==> src/rtl/cirno9_ram_resp.sv <==
// cirno9 load/store port responder: drives a 1-port sync SRAM with optional wait states.
// Optional byte-enable legality check enabled by defining CIRNO9_RAM_RESP_ALIGN_CHK_EN.
module cirno9_ram_resp #(
  parameter int unsigned SRAM_AW  = 10,
  parameter int unsigned WAIT_CYC = 0
) (
  input  logic               clk,
  input  logic               rst,
  input  logic               i_req_ren,
  input  logic [3:0]         i_req_wen,
  input  logic [31:0]        i_req_adr,
  input  logic [31:0]        i_req_wdat,
  output logic               o_req_rdy,
  output logic [31:0]        o_rsp_rdat,
  output logic               o_rsp_err,
  output logic               o_sram_en,
  output logic [3:0]         o_sram_we,
  output logic [SRAM_AW-1:0] o_sram_adr,
  output logic [31:0]        o_sram_din,
  input  logic [31:0]        i_sram_dout
);

  localparam int unsigned CW = 4;

  typedef enum logic [1:0] {IDLE, ACC, WAIT, RESP} state_t;

  state_t        state;
  logic [CW-1:0] cnt;
  logic          rd_q;
  logic          err_q;
  logic          req_c;
  logic          wen_ok_c;
  logic          adr_unused_c;

  assign req_c = i_req_ren | (|i_req_wen);

  // Byte-address LSBs and bits above the SRAM window are deliberately dropped.
  assign adr_unused_c = ^{i_req_adr[31:SRAM_AW+2], i_req_adr[1:0]};

`ifdef CIRNO9_RAM_RESP_ALIGN_CHK_EN
  // Only naturally aligned byte, halfword and word lane patterns are legal.
  always_comb begin
    wen_ok_c = 1'b0;
    case (i_req_wen)
      4'b0000, 4'b0001, 4'b0010, 4'b0100,
      4'b1000, 4'b0011, 4'b1100, 4'b1111: wen_ok_c = 1'b1;
      default:                            wen_ok_c = 1'b0;
    endcase
  end
`else
  assign wen_ok_c = 1'b1;
`endif

  always_ff @(posedge clk or posedge rst) begin
    if (rst) begin
      state      <= IDLE;
      cnt        <= '0;
      rd_q       <= 1'b0;
      err_q      <= 1'b0;
      o_req_rdy  <= 1'b0;
      o_rsp_rdat <= '0;
      o_rsp_err  <= 1'b0;
      o_sram_en  <= 1'b0;
      o_sram_we  <= '0;
      o_sram_adr <= '0;
      o_sram_din <= '0;
    end else begin
      case (state)
        IDLE: begin
          if (req_c) begin
            // SRAM controls are registered here so they are valid throughout ACC.
            state      <= ACC;
            rd_q       <= i_req_ren & ~(|i_req_wen);
            err_q      <= ~wen_ok_c;
            o_sram_en  <= wen_ok_c;
            o_sram_we  <= wen_ok_c ? i_req_wen : 4'b0000;
            o_sram_adr <= i_req_adr[SRAM_AW+1:2];
            o_sram_din <= i_req_wdat;
          end
        end
        ACC: begin
          state      <= WAIT;
          cnt        <= CW'(WAIT_CYC);
          o_sram_en  <= 1'b0;
          o_sram_we  <= '0;
          o_sram_adr <= '0;
          o_sram_din <= '0;
        end
        WAIT: begin
          if (cnt != '0) begin
            cnt <= cnt - CW'(1);
          end else begin
            if (rd_q) o_rsp_rdat <= i_sram_dout;
            o_req_rdy <= 1'b1;
            o_rsp_err <= err_q;
            state     <= RESP;
          end
        end
        RESP: begin
          o_req_rdy <= 1'b0;
          o_rsp_err <= 1'b0;
          state     <= IDLE;
        end
        default: state <= IDLE;
      endcase
    end
  end

endmodule

==> config.mk <==
export PLATFORM = sky130hd
export DESIGN_NAME = cirno9_ram_resp
export DESIGN_NICKNAME = d
export VERILOG_FILES = /design/src/rtl/cirno9_ram_resp.sv
export SDC_FILE = /design/constraint.sdc
export NUM_CORES = 1
export LEC_CHECK = 0
export ABC_AREA = 1
export CELL_PAD_IN_SITES_DETAIL_PLACEMENT = 1
export CELL_PAD_IN_SITES_GLOBAL_PLACEMENT = 1
export CORE_MARGIN = 5
export CORE_UTILIZATION = 31
export CTS_BUF_LIST = sky130_fd_sc_hd__clkbuf_16
export DETAILED_ROUTE_END_ITERATION = 7
export GPL_TIMING_DRIVEN = 0
export PLACE_DENSITY = 0.89
export RECOVER_POWER = 25
export SYNTH_ARGS = -nofsm -noshare
export SYNTH_HDL_FRONTEND = slang
export SYNTH_SLANG_ARGS = --single-unit
==> constraint.sdc <==
create_clock -name clk -period 5.57 [get_ports clk]
set_input_delay 0.8355 -clock clk [delete_from_list [all_inputs] [get_ports clk]]
set_output_delay 0.8355 -clock clk [all_outputs]
set_load 0.01 [all_outputs]
### After elaboration in Yosys (flattened, before gate mapping)

Cells that the tools add are included.

* register bits: 88
* latch bits: 0
* memory bits (writable): 0
* memory bits (read-only): 0
* bits of input ports: 103
* word-level logic and storage cells: 50
* memories kept: 0

* $add $sub $neg: 1
* multiply operators: 0
* div/mod/pow operators: 0
* order comparisons: 0
* equality and inequality tests: 6
* shift-type cells: 0
* mux-type cells: 17
* bitwise gates (word level): 4
* reductions and logical operators: 12

Operators with widths (number)
* 32-bit one-hot mux with 2 select lines: 1
* 32-bit two-way mux: 1
* 10-bit one-hot mux with 2 select lines: 1
* 4-bit one-hot mux with 2 select lines: 2
* 10-bit two-way mux: 1
* 2-bit AND reduction: 5
* 4-bit two-way mux: 2
* 2-bit one-hot mux with 4 select lines: 1
* 2-bit != test (second input constant): 3
* 1-bit one-hot mux with 2 select lines: 3
* 2-bit nonzero test: 3
* 2-bit equality test (second input constant): 2
* 2-bit two-way mux: 2
* 4-bit nonzero test: 1
* 4-bit OR reduction: 1
* 4-bit by 1-bit subtractor with 4-bit output (second input constant): 1
* 1-bit two-way mux: 3
* 3-bit AND reduction: 1
* 2-bit by 1-bit equality test with 1-bit output (second input constant): 1
* 2-bit zero test: 1
* 1-bit inverter: 2
* 1-bit AND: 1
* 1-bit bitwise OR: 1

### Logic depth before layout (Yosys ltp)

* depth in word-level cells: 4
* mapped depth: 8
* depth with buffers taken out: 8

### Worst setup path after synthesis

No wires, ideal clock.

* path type: input to register
* start: input port i_req_wen[1]
* end: register o_sram_adr[0]
* setup time: 118 ps
* arrival: 1549 ps
* path slack: 3903 ps
* stages on the path: 6
* path buffers: 2
* cells stage by stage: nor2_1 nand3_1 buf_2 buf_2 nand3_1 nand2_1

* cells in the longest elaborated chain, start to end: 4

RTL lines
* start, declared: line 10 `input logic [3:0] i_req_wen,`
* 4-bit OR reduction: line 35 `assign req_c = i_req_ren | (|i_req_wen);`
* 1-bit bitwise OR: line 35
* 2-bit != test (no source line)
* 2-bit AND reduction (no source line)
* end signal, assigned: line 77 `o_sram_adr <= i_req_adr[SRAM_AW+1:2];`
* end, declared: line 18 `output logic [SRAM_AW-1:0] o_sram_adr,`

Every way passes these cells.
A chain may end at the register's enable or synchronous reset.

### Final worst setup path

* start: input port i_req_wen[1]
* end: register o_sram_din[24]

* cells in the longest elaborated chain, start to end: 4

RTL lines
* 4-bit OR reduction: line 35
* 1-bit bitwise OR: line 35
* 2-bit != test (no source line)
* 2-bit AND reduction (no source line)
* end signal, assigned: line 78 `o_sram_din <= i_req_wdat;`
* end, declared: line 19 `output logic [31:0] o_sram_din,`

Every way passes these cells.

==> impl_metrics.py <==
metrics = {
    "routing": {
        "drc": 0,
        "wire_per_inst_um": 16.48,
        "drt-total-wl_um": 12180,
        "num_vias": 3560,
        "antenna_left": 0,
        "dr.pass1.iters": 4,
        "viasPerCell": 4.817,
        "drt_iter0_drc": 150,
    },
    "floorplan": {
        "io_pins": 184,
        "start_util": 0.3124,
        "dieArea_um2": 14240,
        "row_count": 40,
        "coreArea_um2": 11860,
        "die_h_um": 119.3,
        "die_x_um": 119.3,
    },
    "clock_tree": {
        "clk_latency_ns": 0.34,
        "clock-root-buffer": "clkbuf_16",
        "cts.clk_slew.worst_paths_ns": 0.06,
        "h-tree-depth": 3,
        "cts_num_sinks": 87,
        "cts_hold_buf": 0,
        "postCtsSetupRepairBufs": 0,
        "clk_path_buf_depth": 2,
        "cts_tree": "built",
        "cts_buffers": 9,
        "cts_resized": 0,
    },
    "global_route": {
        "grt_use_met2": 0.2939,
        "grt_use_total": 0.1717,
        "use_met3": 0.05176,
        "grt.busiest_layer": "met2",
        "grt_use_met1": 0.2004,
        "antenna_found_initial": 1,
        "grt_start_max_net_pins": 64,
        "grt_pass1_wl_um": 19580,
        "grt_pass1_vias": 3833,
        "overflow": 0,
    },
    "layout": {
        "final_cell_mix": "clkdlybuf4s50_1, nand2_1, nand3_1",
        "drive_gt1_frac": 0.07095,
        "diodes": 0,
        "post-route-cell-area_um2": 5843,
        "nets": 696,
        "syn2layout_area_growth_pct": 57.66,
        "final_common_cell": "clkdlybuf4s50_1",
        "finalCoreUtilization": 0.4926,
    },
    "min_path": {
        "holdPathStages": 2,
        "min_path_type": "reg -> reg",
    },
    "logic_synthesis": {
        "synth-seq-cells": 87,
        "synth_cell_types": 19,
        "syn_area_per_cell_um2": 8.909,
        "syn-cell-area_um2": 3706,
        "synth.yosys.seq_area_share": 0.5874,
        "synth.net_count": 524,
        "postSynthCellCount": 416,
        "yosysWarnings": 0,
    },
    "critical_path": {
        "critical_path_required_ns": 5.81,
        "reg2regPathDepth": 7,
        "worstSetupEndpointType": "register",
        "path_max_fanout": 10,
        "critPathArrivalTime_ns": 2.36,
        "setup.worst_path.start_class": "primary input",
        "path_class": "in -> reg",
    },
    "status": {
        "run_status": "finished clean",
    },
    "timing": {
        "hold_viol": 0,
        "timing.fmax_mhz": 471.8,
        "slew_viol_final": 0,
        "post-route-period-util": 0.3805,
        "maxSlewHeadroom": 0.1879,
        "fin_tns_setup_ns": 0,
        "fin_skew_ns": 0.01096,
        "rsz0062_at_grt": "no",
        "setup_ws_ns": 3.450,
        "fin_crit_ns": 2.120,
        "setup_viol": 0,
        "tightest_slew_ns": 1.212,
    },
    "placed_design": {
        "gp_congestion": 0.7500,
        "place_ws_ns": 3.200,
        "place_area_um2": 5522,
        "dpl.hpwl_um": 9205,
        "port-buffer-count": 160,
    },
    "power_and_ir_drop": {
        "power.density_nw_per_um2": 546.4,
        "ir_drop_mv": 0.1882,
        "p_leak_nw": 2.841,
    },
    "run": {
        "cap_violations": 0,
    },
}
-- metal layers --
metal	share of wire	up-vias
li1	-	1699
met1	0.42	1734
met4	0.020	2
met3	0.067	17
met2	0.50	108
met5	0.0011	-
-- power by group --
group          total [mW]  internal [mW]  switching (mW)
clock               0.670          0.432           0.239
combinational        1.48          0.727           0.751
sequential           1.04          0.897           0.147
total                3.19           2.06            1.14
-- area by class of cell --
type | count | area, µm²
fillers | 1396 | 6018
flip-flops and latches | 87 | 2177
repair buffers | 161 | 1629
multi-input cells | 281 | 1294
clock buffers | 9 | 225.2
well taps | 147 | 183.9
plain buffers | 30 | 162.7
clock inverters | 6 | 102.6
inverters | 18 | 68.82
-- state kept, by name (all words and copies together) (netlist names) --
signal      cells
o_rsp_rdat     32
o_sram_din     32
o_sram_adr     10
cnt             4
o_sram_we       4
state           2
o_req_rdy       1
o_sram_en       1
rd_q            1
-- logic make-up (layout without fill, tap and decap cells) --
family | after synthesis | after routing | synth area share
AOI/OAI and AO/OA | 12 | 12 | 0.01688
xor gates and xnor gates | 1 | 1 | 0.002364
DFF | 87 | 87 | 0.5874
and+or+nand+nor | 262 | 262 | 0.3133
adders and majority gates | 5 | 5 | 0.01688
other | 1 | 1 | 0.001012
buffers and inverters | 48 | 224 | 0.06212
-- synth_stat cells --
cell type / number / area, µm²
a21oi_1: 2 / 10.01
buf_2: 16 / 80.08
buf_4: 8 / 60.06
clkbuf_1: 6 / 22.52
conb_1: 1 / 3.750
dfrtp_1: 87 / 2177
ha_1: 5 / 62.56
inv_1: 18 / 67.56
nand2_1: 128 / 480.5
nand2_2: 1 / 6.260
nand3_1: 122 / 610.6
nand4_1: 1 / 6.260
nor2_1: 6 / 22.52
nor2_2: 1 / 6.260
nor3_4: 1 / 16.27
o21a_1: 1 / 7.510
o21ai_0: 9 / 45.04
or2_2: 2 / 12.51
xor2_1: 1 / 8.760
-- through the flow --
step | cells | hold WS [ns] | power [mW]
final | 739 | 0.4830 | 3.192
after global routing | 739 | 0.5035 | 3.420
after CTS | 739 | 0.4879 | 3.241
after detailed placement | 724 | 0.4725 | 2.555
after global placement | 723 | 0.4587 | 2.477
after floorplan | 416 | 0.4419 | 1.762
-- critical path, stage by stage --
cell and delay (ns):
dlygate4sd3_1 0.56, nor2_1 0.21, nand3_1 0.16, buf_2 0.22, buf_2 0.21, nand3_1 0.10, nand2_1 0.06
-- path summary, 6_finish.rpt --
check	start	endpoint	slack, ns
worst max-delay path	i_req_wen[1]	o_sram_din[24]	3.45
worst min-delay path	o_rsp_rdat[20]	o_rsp_rdat[20]	0.48
worst max register to register	cnt[0]	o_rsp_rdat[26]	3.78
worst min register to register	o_rsp_rdat[20]	o_rsp_rdat[20]	0.48
max in group asynchronous	rst	cnt[1]	3.54
min in group asynchronous	rst	o_rsp_rdat[30]	1.21
No activity file was read; power rests on OpenSTA's default activity.
